$ cat src/rtl/oup_sm_ulpi_syncmode_rx.sv
// Link-side ULPI synchronous-mode receive machine: tracks dir/turnarounds and splits PHY traffic
// into USB bytes, RX CMD status and register-read data. Option macro: OUP_ULPI_RXCMD_FILTER_EN.
//
// state     | meaning (role of the bus cycle sampled at the last edge)
// IDLE      | link owns the bus, dir low
// TURN_IN   | dir rose (or a register read was pre-empted), data ignored
// RX        | PHY cycle carrying a USB byte (nxt=1) or an RX CMD (nxt=0)
// REGR_TURN | dir rose with a register read pending and nxt low, data ignored
// REGR_DATA | register-read data captured into phyreg_o
// TURN_OUT  | dir fell, data ignored
module oup_sm_ulpi_syncmode_rx #(
    parameter int REGR_TIMEOUT = 15
) (
    input  logic       ulpi_clk_i,
    input  logic       rst_i,
    input  logic [7:0] ulpi_data_i,
    input  logic       ulpi_dir_i,
    input  logic       ulpi_nxt_i,
    output logic [7:0] rx_data_o,
    output logic       rx_data_valid_o,
    input  logic       rx_fifo_full_i,
    output logic       rx_overflow_o,
    output logic       rx_packet_end_o,
    output logic [7:0] rxcmd_o,
    output logic       rxcmd_valid_o,
    output logic       rx_active_o,
    output logic       rx_error_o,
    output logic [7:0] phyreg_o,
    input  logic       rx_regr_assert_i,
    output logic       rx_done_o,
    output logic       rx_abort_o
);

    typedef enum logic [2:0] {
        IDLE,
        TURN_IN,
        RX,
        REGR_TURN,
        REGR_DATA,
        TURN_OUT
    } state_t;

    localparam logic [7:0] TMR_TC = 8'(REGR_TIMEOUT - 1);

    state_t     state;
    logic [7:0] tmr_cnt;
    logic       regr_pending;
    logic       rxcmd_active;
    logic       rxcmd_error;
    logic       rxcmd_strobe;

    assign regr_pending = rx_regr_assert_i & ~rx_done_o & ~rx_abort_o;
    // RxEvent 01 and 11 both mean RxActive, so bit 4 alone decides activity
    assign rxcmd_active = ulpi_data_i[4];
    assign rxcmd_error  = ulpi_data_i[5] & ulpi_data_i[4];

`ifdef OUP_ULPI_RXCMD_FILTER_EN
    assign rxcmd_strobe = (ulpi_data_i != rxcmd_o);
`else
    assign rxcmd_strobe = 1'b1;
`endif

    always_ff @(posedge ulpi_clk_i or posedge rst_i) begin
        if (rst_i) begin
            state           <= IDLE;
            tmr_cnt         <= 8'd0;
            rx_data_o       <= 8'd0;
            rx_data_valid_o <= 1'b0;
            rx_overflow_o   <= 1'b0;
            rx_packet_end_o <= 1'b0;
            rxcmd_o         <= 8'd0;
            rxcmd_valid_o   <= 1'b0;
            rx_active_o     <= 1'b0;
            rx_error_o      <= 1'b0;
            phyreg_o        <= 8'd0;
            rx_done_o       <= 1'b0;
            rx_abort_o      <= 1'b0;
        end else begin
            rx_data_valid_o <= 1'b0;
            rx_packet_end_o <= 1'b0;
            rxcmd_valid_o   <= 1'b0;

            case (state)
                IDLE, TURN_OUT: begin
                    if (ulpi_dir_i) begin
                        if (regr_pending && !ulpi_nxt_i) begin
                            state <= REGR_TURN;
                        end else begin
                            state <= TURN_IN;
                            if (regr_pending) begin
                                rx_abort_o <= 1'b1;
                            end
                            if (ulpi_nxt_i && !rx_active_o) begin
                                rx_active_o   <= 1'b1;
                                rx_error_o    <= 1'b0;
                                rx_overflow_o <= 1'b0;
                            end
                        end
                    end else begin
                        state <= IDLE;
                    end
                end

                TURN_IN, RX, REGR_DATA: begin
                    if (ulpi_dir_i) begin
                        state <= RX;
                        if (ulpi_nxt_i) begin
                            if (rx_fifo_full_i) begin
                                rx_overflow_o <= 1'b1;
                            end else begin
                                rx_data_o       <= ulpi_data_i;
                                rx_data_valid_o <= 1'b1;
                            end
                        end else begin
                            rxcmd_o       <= ulpi_data_i;
                            rxcmd_valid_o <= rxcmd_strobe;
                            if (rxcmd_active && !rx_active_o) begin
                                rx_active_o   <= 1'b1;
                                rx_error_o    <= 1'b0;
                                rx_overflow_o <= 1'b0;
                            end else if (!rxcmd_active && rx_active_o) begin
                                rx_active_o     <= 1'b0;
                                rx_packet_end_o <= 1'b1;
                            end
                            if (rxcmd_error) begin
                                rx_error_o <= 1'b1;
                            end
                        end
                    end else begin
                        state <= TURN_OUT;
                        if (rx_active_o) begin
                            rx_active_o     <= 1'b0;
                            rx_packet_end_o <= 1'b1;
                        end
                    end
                end

                REGR_TURN: begin
                    if (ulpi_dir_i) begin
                        if (ulpi_nxt_i) begin
                            // PHY pre-empted the read with a USB receive: treat as RX start
                            state <= TURN_IN;
                            if (regr_pending) begin
                                rx_abort_o <= 1'b1;
                            end
                            if (!rx_active_o) begin
                                rx_active_o   <= 1'b1;
                                rx_error_o    <= 1'b0;
                                rx_overflow_o <= 1'b0;
                            end
                        end else begin
                            state    <= REGR_DATA;
                            phyreg_o <= ulpi_data_i;
                            if (regr_pending) begin
                                rx_done_o <= 1'b1;
                            end
                        end
                    end else begin
                        state <= TURN_OUT;
                        if (rx_active_o) begin
                            rx_active_o     <= 1'b0;
                            rx_packet_end_o <= 1'b1;
                        end
                    end
                end

                default: begin
                    state <= IDLE;
                end
            endcase

            // done/abort are levels owned by the request; dropping it releases them
            if (!rx_regr_assert_i) begin
                tmr_cnt    <= 8'd0;
                rx_done_o  <= 1'b0;
                rx_abort_o <= 1'b0;
            end else if (!ulpi_dir_i && !rx_done_o && !rx_abort_o) begin
                if (tmr_cnt == TMR_TC) begin
                    rx_abort_o <= 1'b1;
                end else begin
                    tmr_cnt <= tmr_cnt + 8'd1;
                end
            end
        end
    end

endmodule
$ cat config.mk
export PLATFORM = sky130hd
export DESIGN_NAME = oup_sm_ulpi_syncmode_rx
export DESIGN_NICKNAME = d
export VERILOG_FILES = /design/src/rtl/oup_sm_ulpi_syncmode_rx.sv
export SDC_FILE = /design/constraint.sdc
export NUM_CORES = 1
export LEC_CHECK = 0
export CAP_MARGIN = 20
export CORE_ASPECT_RATIO = 2
export CORE_MARGIN = 2
export CORE_UTILIZATION = 45
export DETAILED_ROUTE_END_ITERATION = 12
export PLACE_DENSITY = 0.69
export REMOVE_ABC_BUFFERS = 1
export SYNTH_ARGS = -nofsm -noshare
export SYNTH_HDL_FRONTEND = slang
export SYNTH_SLANG_ARGS = --single-unit
$ cat constraint.sdc
create_clock -name ulpi_clk_i -period 3.8 [get_ports ulpi_clk_i]
set_input_delay 0.57 -clock ulpi_clk_i [delete_from_list [all_inputs] [get_ports ulpi_clk_i]]
set_output_delay 0.57 -clock ulpi_clk_i [all_outputs]
set_load 0.02 [all_outputs]
# After elaboration in Yosys (flattened, before gate mapping)
# Cells that the tools add are included.
# word_totals
register_bits	43
inputBits	14
out_inout_bits	32
word_cells	133
# classes
addsub	1
eq_ne	26
mux	62
bitwise	7
reduce_logical	24
# op_table
op	n
$mux 1	48
$mux 8	3
$ne 2x2->1 const B	11
$reduce_and 10->1	2
$ne 3x3->1 const B	5
$mux 3	4
$pmux 1 s3	3
$pmux 3 s3	1
$add 8x1->8 const B	1
$eq 8x4->1 const B	1
$reduce_and 4->1	2
$reduce_and 7->1	1
$eq 3x2->1 const B	2
$eq 3x3->1 const B	2
$logic_and 1x1->1	6
$logic_not 1->1	6
$ne 2x1->1 const B	3
$reduce_and 3->1	2
$ne 4x4->1 const B	1
$not 1->1	4
$pmux 1 s2	2
$and 1x1->1	3
$eq 3x1->1 const B	1
$logic_not 3->1	1
other kinds (5)	5

# Longest topological paths before layout
# depth
ltp_word	10
depth_mapped	7
mapped_depth_nobuf	6

# Least setup slack after synthesis
# Ideal clock, no wire load.
# synth_path
path_type	input-to-reg
from	in ulpi_dir_i
to	reg tmr_cnt[7]
setup_ps	119
t_arrival_ps	1862
required_ps	3681
setup_slack_ps	1819
stages	6
path_buffers	1
path_cell_list	clkbuf_1 -> or3_1 -> nor4_1 -> nand3_1 -> xnor2_1 -> and2_1
# synth_via
elab_chain_len	5
# synth_rtl
item	line	rtl
start, declared	17	input logic ulpi_dir_i,
$logic_not 1->1	177	end else if (!ulpi_dir_i && !rx_done_o && !rx_abort_o) begin
$logic_and 1x1->1 (2 in series)	177	
$ne 2x1->1 (no line)	-	
$reduce_and 2->1 (no line)	-	
end signal, assigned	181	tmr_cnt <= tmr_cnt + 8'd1;
end, declared	46	logic [7:0] tmr_cnt;
# No other way between the ends.
# A chain may end at the register's enable or synchronous reset.

# Worst setup path after layout
# Ends and elaborated chain as after synthesis.

==> out/qor.yml <==
outcome:
  outcome: "finished, final reports clean"
timing:
  fmax_ghz: 0.403
  hold_ws_ns: 0.495
  finalSetupViolCount: 0
  final.setup_skew_ns: 0.00391
  slew_viol_final: 0
  hold_viol: 0
  rsz0062_at_grt: "false"
  period_minus_slack_ns: 2.48
  worst_slack_ns: 1.32
  period_share: 0.653
  tightest_slew_ns: 0.651
  relSlewSlack: 0.566
  setup-tns-final_ns: 0
final_layout:
  ff_latch_area_um2: 1080
  multi_input_area_um2: 933
  diodes: 0
  n_fill_cell: 399
  final_common_cell: "clkdlybuf4s50_1"
  drive_gt1_frac: 0.149
  final_util: 0.590
  nNetsFinal: 237
  layout_common_cells: "45 x clkdlybuf4s50_1, 43 x dfrtp_1, 16 x mux2_4, 11 x nand2_1"
  areaGrowthSynthToFinish_pct: 28.0
power_and_ir_drop:
  p_per_area_nw_per_um2: 802
  power_leakage_uw: 0.00122
  p_total_uw: 2150
  peakVddDrop_v: 0.000370
place:
  gp_congestion: 0.792
  place_ws_ns: 1.02
  port_buffers: 45
  dpl.hpwl_um: 3150
clocking:
  cts_max_level: 2
  cts_tree: "built"
  post_cts_buffers: 0
  cts_root_buffer: "clkbuf_8"
  numCtsBuffers: 5
  clock-sinks: 43
  cts.path.max_buffers: 2
  cts_hold_repair.buffers: 0
  clkLatencyLatePin_ns: 0.29
  path_clk_slew_ns: 0.08
  cts_resized: 0
worst_setup_path:
  start_kind: "input port"
  setup.worst_path.class: "input port to flip-flop"
  arrival_ns: 2.67
  ff2ff_setup_slack_ns: 1.51
  rr_startpoint: "state[2]$_DFF_PP0_"
  crit_path_start: "ulpi_dir_i"
  cp-endpoint: "tmr_cnt[7]$_DFFE_PP0P_"
  end_kind: "flip-flop"
  r2r_cells: 4
  cp_max_fo: 18
  cp.required_ns: 3.99
  reg2reg_to: "rx_data_o[0]$_DFFE_PP0P_"
floorplan:
  dieArea_um2: 5260
  die_height_um: 101
  io_pins: 46
  start_util: 0.461
  core_area_um2: 4550
  rows: 35
  die-width_um: 52.3
global_route:
  grt_max_degree: 44
  gr-total-overflow: 0
  grt_pass1_vias: 1502
  antenna_found_initial: 0
  grt_usage: 0.187
  grt_pass1_wl_um: 7390
job:
  max_cap_violations: 0
yosys:
  synth_edf_count: 0
  ys_ff_latch: 43
  syn_avg_cell_area_um2: 11.8
  ys_types: 44
  syn_inst: 178
  syn_area_um2: 2100
  ys.flop_type: "dfrtp_1"
  yosys_warnings: 0
  synthArstFlopShare: 1.00
  ys_seq_area_frac: 0.513
drt:
  first_pass_iters: 4
  drtIter0Drc: 12
  vias_per_cell: 5.43
  wirelength_um: 4290
  wl_per_cell_um: 15.5
  num_vias: 1504
  drcViolationCount: 0
  antenna_left: 0
min_path:
  worstHoldPathType: "flip-flop to flip-flop"
## area by class of cell
type,count,share of cell area
Tap cell,55,0.0256
Sequential cell,43,0.401
Inverter,10,0.0140
Clock buffer,5,0.0256
Clock inverter,3,0.0163
Multi-Input combinational cell,115,0.347
Timing Repair Buffer,46,0.170
## worst max-delay path, cell delays in order
cell	delay [ns]
clkdlybuf4s50_1	0.70
or3_1	0.54
nor4_1	0.42
nand3_1	0.15
xnor2_1	0.14
and2_1	0.15
## worst min-delay path by stage
| stage | start | endpoint | depth (start not counted) |
|---|---|---|---|
| finish | phyreg_o[1]$_DFFE_PP0P_ | phyreg_o[1]$_DFFE_PP0P_ | 1 |
| global route | phyreg_o[0]$_DFFE_PP0P_ | phyreg_o[0]$_DFFE_PP0P_ | 1 |
| CTS | phyreg_o[1]$_DFFE_PP0P_ | phyreg_o[1]$_DFFE_PP0P_ | 1 |
| detailed placement | phyreg_o[1]$_DFFE_PP0P_ | phyreg_o[1]$_DFFE_PP0P_ | 1 |
| global placement | phyreg_o[1]$_DFFE_PP0P_ | phyreg_o[1]$_DFFE_PP0P_ | 1 |
| floorplan | tmr_cnt[6]$_DFFE_PP0P_ | tmr_cnt[6]$_DFFE_PP0P_ | 2 |
## cell usage after synthesis, types with 3 or more instances
| master | count | area [µm²] |
|---|---|---|
| nor2_1 | 5 | 18.8 |
| nand3_1 | 5 | 25.0 |
| buf_2 | 3 | 15.0 |
| inv_2 | 5 | 18.8 |
| xnor2_1 | 7 | 61.3 |
| inv_1 | 5 | 18.8 |
| o21ai_1 | 6 | 30.0 |
| clkbuf_1 | 5 | 18.8 |
| mux2_1 | 8 | 90.1 |
| nand2_1 | 11 | 41.3 |
| dfrtp_1 | 43 | 1080 |
| mux2_4 | 16 | 240 |
| o21ai_0 | 3 | 15.0 |
| a21oi_1 | 6 | 30.0 |
| nor3_1 | 3 | 15.0 |
| and2_1 | 8 | 50.1 |
## routing by layer
layer,vias to the layer above,global-route usage,share of wire
met3,10,0.0356,0.040
met5,-,0,0
met4,0,0.0868,0.024
met2,44,0.314,0.55
li1,710,-,-
met1,740,0.223,0.39
## flip-flops by register name (all words and copies together) (netlist names)
signal / flops
rx_data_o: 8
phyreg_o: 8
rx_abort_o: 1
rxcmd_valid_o: 1
tmr_cnt: 8
rx_overflow_o: 1
rx_active_o: 1
rx_error_o: 1
state: 3
rx_data_valid_o: 1
rxcmd_o: 8
rx_packet_end_o: 1
rx_done_o: 1
## cells by family after synthesis
group | after synthesis | share of synthesized area
XOR/XNOR | 9 | 0.0411
AND/OR/NAND/NOR | 45 | 0.116
buffers and inverters | 20 | 0.0429
adder cells (fa/ha/maj) | 2 | 0.0119
multiplexers | 26 | 0.167
flip-flops | 43 | 0.513
AO/OA/AOI/OAI | 33 | 0.109
## stage by stage
stage | cell area [µm²] | cells
2_1_floorplan | 2050 | 168
3_3_place_gp | 2570 | 269
3_5_place_dp | 2570 | 269
4_1_cts | 2690 | 277
5_1_grt | 2690 | 277
6_report | 2690 | 277
## power by group
group / switching, µW / internal (µW) / leakage (µW) / total (µW)
registers: 160 / 629 / 0.000544 / 789
logic: 476 / 539 / 0.000615 / 1020
clock network: 154 / 196 / 0.0000581 / 350
Power figures use the tool's default switching activity.
